## src/rtl/ppt_sequencer.sv

```systemverilog
// ppt_sequencer: pulse sequencer for the PPT controller.
// Generates the thruster `fire` pulse train on a divided time base, using
// configuration latched from the register map at the start of each run.
//
// Ports:
//   clk        system clock (32.768 kHz oscillator in the target build)
//   rst        synchronous active-high reset
//   clk_div    time-base divider: one tick every 2^(clk_div+1) clk cycles
//   period     pulse period in ticks (0 behaves as 1)
//   width      pulse high time in ticks
//   count      pulses per run (0 finishes immediately with no pulse)
//   run_ppt    level-sensitive run request; dropping it aborts a run
//   fire       registered thruster fire pulse
//   count_done completed pulse periods in the current or last run
//   done       set once `count` periods have completed
//   busy       high while a run is in progress
module ppt_sequencer (
   input  logic        clk,
   input  logic        rst,
   input  logic [4:0]  clk_div,
   input  logic [13:0] period,
   input  logic [13:0] width,
   input  logic [7:0]  count,
   input  logic        run_ppt,
   output logic        fire,
   output logic [7:0]  count_done,
   output logic        done,
   output logic        busy
);

   typedef enum logic [1:0] {IDLE, RUN, DONE} state_t;

   state_t      state, state_n;
   logic [31:0] presc, presc_n;
   logic [13:0] phase, phase_n;
   logic [4:0]  div_l, div_l_n;
   logic [13:0] period_l, period_l_n;
   logic [13:0] width_l, width_l_n;
   logic [7:0]  count_l, count_l_n;
   logic [7:0]  count_done_n;
   logic        done_n;
   logic        fire_n;

   logic [31:0] tick_max;
   logic        tick;
   logic [13:0] eff_period;
   logic [7:0]  cd_inc;

   // For clk_div=31 the shift wraps to 0 and the subtraction yields
   // 2^32-1, which is exactly the required terminal count.
   always_comb begin
      tick_max   = (32'd2 << div_l) - 32'd1;
      tick       = (presc == tick_max);
      eff_period = (period_l == '0) ? 14'd1 : period_l;
      cd_inc     = count_done + 8'd1;
   end

   always_comb begin
      state_n      = state;
      presc_n      = presc;
      phase_n      = phase;
      div_l_n      = div_l;
      period_l_n   = period_l;
      width_l_n    = width_l;
      count_l_n    = count_l;
      count_done_n = count_done;
      done_n       = done;

      case (state)
         IDLE: begin
            if (run_ppt) begin
               count_done_n = '0;
               if (count != '0) begin
                  state_n    = RUN;
                  div_l_n    = clk_div;
                  period_l_n = period;
                  width_l_n  = width;
                  count_l_n  = count;
                  presc_n    = '0;
                  phase_n    = '0;
                  done_n     = 1'b0;
               end else begin
                  state_n = DONE;
                  done_n  = 1'b1;
               end
            end
         end

         RUN: begin
            // Abort takes priority over a period completing on this edge.
            if (!run_ppt) begin
               state_n = IDLE;
            end else if (tick) begin
               presc_n = '0;
               if (phase == eff_period - 14'd1) begin
                  phase_n      = '0;
                  count_done_n = cd_inc;
                  if (cd_inc == count_l) begin
                     state_n = DONE;
                     done_n  = 1'b1;
                  end
               end else begin
                  phase_n = phase + 14'd1;
               end
            end else begin
               presc_n = presc + 32'd1;
            end
         end

         DONE: begin
            done_n = 1'b1;
            if (!run_ppt) state_n = IDLE;
         end

         default: state_n = IDLE;
      endcase

      // Registered fire is derived from next state/phase/width so it
      // changes on the same edge as the phase that governs it.
      fire_n = (state_n == RUN) && (phase_n < width_l_n);
   end

   always_ff @(posedge clk) begin
      if (rst) begin
         state      <= IDLE;
         presc      <= '0;
         phase      <= '0;
         div_l      <= '0;
         period_l   <= '0;
         width_l    <= '0;
         count_l    <= '0;
         count_done <= '0;
         done       <= 1'b0;
         fire       <= 1'b0;
      end else begin
         state      <= state_n;
         presc      <= presc_n;
         phase      <= phase_n;
         div_l      <= div_l_n;
         period_l   <= period_l_n;
         width_l    <= width_l_n;
         count_l    <= count_l_n;
         count_done <= count_done_n;
         done       <= done_n;
         fire       <= fire_n;
      end
   end

   assign busy = (state == RUN);

endmodule

```

## config.mk

```make
export PLATFORM = sky130hd
export DESIGN_NAME = ppt_sequencer
export DESIGN_NICKNAME = d
export VERILOG_FILES = /design/src/rtl/ppt_sequencer.sv
export SDC_FILE = /design/constraint.sdc
export NUM_CORES = 1
export LEC_CHECK = 0
export ABC_AREA = 1
export ABC_CLOCK_PERIOD_IN_PS = 6740
export CAP_MARGIN = 20
export CORE_MARGIN = 4
export CORE_UTILIZATION = 45
export CTS_BUF_LIST = sky130_fd_sc_hd__clkbuf_4 sky130_fd_sc_hd__clkbuf_8
export DETAILED_ROUTE_END_ITERATION = 16
export GPL_TIMING_DRIVEN = 0
export RECOVER_POWER = 100
export SLEW_MARGIN = 10
export SYNTH_ARGS = -nofsm -noshare
export SYNTH_HDL_FRONTEND = slang
export SYNTH_SLANG_ARGS = --single-unit
```

## constraint.sdc

```tcl
create_clock -name clk -period 6.74 [get_ports clk]
set_input_delay 0.674 -clock clk [delete_from_list [all_inputs] [get_ports clk]]
set_output_delay 0.674 -clock clk [all_outputs]
set_load 0.01 [all_outputs]
```

==> results.toml <==
[status]
status = "finished clean"

[routing]
drtPass1Iterations = 5
avgViaCountPerCell = 5.40
wl_per_cell_um = 15.8
totalWireLength_um = 24400
drc = 0
vias = 8341
drtAntennaViolNets = 0
drt_iter0_drc = 556

[yosys]
synth_top_area_share = 0.255
syn_nets = 1322
ys_types = 50
synthFlopType = "dfxtp_1"
avgSynthCellArea_um2 = 6.18
synth_area_leaders = "dfxtp_1, nand2_1, nor2_1"
netlist_instances = 1256
synthArstFlopShare = 0
ys_top_cells_by_count = "nand2_1, nor2_1, inv_1"
seq_area_frac_synth = 0.255
synth_edf_count = 0
synth_area_leader_cell = "dfxtp_1"
synthesis.area_mm2 = 0.00776
synth_warnings = 0
ys_ff_latch = 99
yosysMostFrequentCell = "nand2_1"

[global_routing]
grt.total_usage = 0.249
grt_pass1_wl_um = 39400
grt_util_met2 = 0.449
antenna_found_initial = 0
grtUsageMet1 = 0.295
overflow = 0
grt_max_degree = 18
grt.busiest_layer = "met2"
grt_pass1_vias = 7899
met3_usage = 0.0333

[setup_path]
slowest_delay_ns = 0.35
crit_required_ns = 7.06
start_kind = "register"
cp_slowest_cell = "clkbuf_1"
r2r_setup_slack_ns = 1.52
worstPathMaxFanout = 10
endpoint_kind = "register"
critPathKind = "reg2reg"
arrival_ns = 5.54

[clocking]
insertion_delay_ns = 0.39
cts_buffers = 9
cts_setup_buffers = 0
htreeDepth = 3
ctsResizeCount = 0
cts_sinks = 99
cts_tree = "done"
clk_pin_slew_worst_paths_ns = 0.10
clockBufferDepth = 2
ctsHoldBuffers = 0
clockRootBuffer = "clkbuf_8"

[layout]
multiInputGateArea_mm2 = 0.00504
area_delta_synth_final_pct = 12.2
nNetsFinal = 1387
diodes = 0
fill_cells = 1826
drive_above_1_share = 0.0385
ff_latch_area_mm2 = 0.00198

[floorplan]
die_x_um = 139
dieArea_mm2 = 0.0194
rows = 47
die_h_um = 139
top_level_ports = 55
initial_utilization = 0.463
core-area_mm2 = 0.0168

[timing]
fmax_mhz = 192
setup_viol = 0
slew_viol_final = 0
period_needed_ns = 5.22
tns_ns = 0
hold_ws_ns = 0.486
finalCritPeriodShare = 0.775
relSlewSlack = 0.430
rsz0062_at_grt = "no"
fin_skew_ns = 0.0109
worst_pin_slew_ns = 0.844
hold_viol = 0

[placed_design]
port_buffers = 54
gp_congestion = 0.928
dp_hpwl_um = 19400

[power]
powerDensity_mw_per_mm2 = 191
p_leak_nw = 3.77
p_sw_uw = 678
switching_share = 0.409
finalPower_mw = 1.66
combPwrFrac = 0.380
intPower_uw = 981
ir_worst_vdd_uv = 105
seqPwrFrac = 0.390
clockPowerShare = 0.230

[run]
maxCapViolations = 0

[min_path]
worstHoldPathType = "reg2reg"
## path summary, 6_finish.rpt
check | start | end | cells after the start
setup / recovery | div_l[2] | fire | 28
hold / removal | count_l[4] | count_l[4] | 2
setup reg to reg | div_l[2] | fire | 28
hold reg to reg | count_l[4] | count_l[4] | 2
## routing by layer
| layer | share of wire | vias to the layer above |
|---|---|---|
| met2 | 0.50 | 212 |
| met5 | 0 | - |
| met1 | 0.43 | 3808 |
| li1 | - | 4268 |
| met4 | 0.040 | 0 |
| met3 | 0.038 | 53 |
## critical path: cells and delay by family, from the launching register on
family	cells	cell delay, ns
fa+ha+maj	2	0.46
flops	1	0.32
buf+inv	3	0.92
simple gates	16	2.05
compound gates	7	1.37
## power groups by stage
stage | clock network, mW | registers, mW | logic [mW]
2_1_floorplan | 0 | 0.653 | 0.461
3_3_place_gp | 0 | 0.660 | 0.629
3_5_place_dp | 0 | 0.661 | 0.632
4_1_cts | 0.398 | 0.648 | 0.635
5_1_grt | 0.415 | 0.653 | 0.717
6_report | 0.381 | 0.647 | 0.630
## layout make-up
cell class	count	share of cell area
clock inverters	6	0.00561
clock buffers	10	0.0151
multi-input cells	979	0.579
flip-flops and latches	99	0.228
well taps	220	0.0316
inverters	134	0.0578
repair buffers	54	0.0621
plain buffers	44	0.0210
## cells in the final DEF, fill, tap and decap left out, types with 3 or more instances in the layout
cell type,instances
o21ai_1,5
o21ai_0,76
mux2i_1,13
o21bai_1,3
dfxtp_1,99
inv_2,5
inv_1,127
a21oi_1,90
nand2_1,302
clkbuf_1,36
nor2_4,4
or2_2,3
xor2_1,48
a211oi_1,3
nor4_1,14
dlygate4sd3_1,12
o2111ai_1,3
nor3_1,21
xnor2_1,11
buf_2,5
ha_1,22
nand3_1,114
nand4_1,33
a31oi_1,4
clkbuf_8,9
nor2_1,168
nor2_2,4
and2_1,4
and2_0,3
clkdlybuf4s50_1,42
nand3b_1,10
## stage by stage
stage,utilization,instances,cell area (µm²),worst slack (ns)
3_3_place_gp,0.512,1530,8570,2.17
3_5_place_dp,0.512,1530,8570,2.22
4_1_cts,0.522,1546,8750,2.18
6_report,0.519,1546,8700,1.52
5_1_grt,0.519,1546,8700,0.847
2_1_floorplan,-,1256,7760,2.93
## registers in the layout, indices dropped and copies added (netlist names)
name,flops
presc,32
fire,1
phase,14
state,2
done,1
period_l,14
width_l,14
count_done,8
div_l,5
count_l,8
## cell families (layout without fill, tap and decap cells)
kind of cell / after synthesis / in the layout / share of synthesized area
adders and majority gates: 22 / 22 / 0.0355
buffers and inverters: 178 / 248 / 0.0898
muxes: 13 / 13 / 0.0168
AOI/OAI and AO/OA: 194 / 194 / 0.135
xor gates and xnor gates: 60 / 60 / 0.0695
DFF: 99 / 99 / 0.255
and+or+nand+nor: 690 / 690 / 0.398
Power figures use the tool's default switching activity.
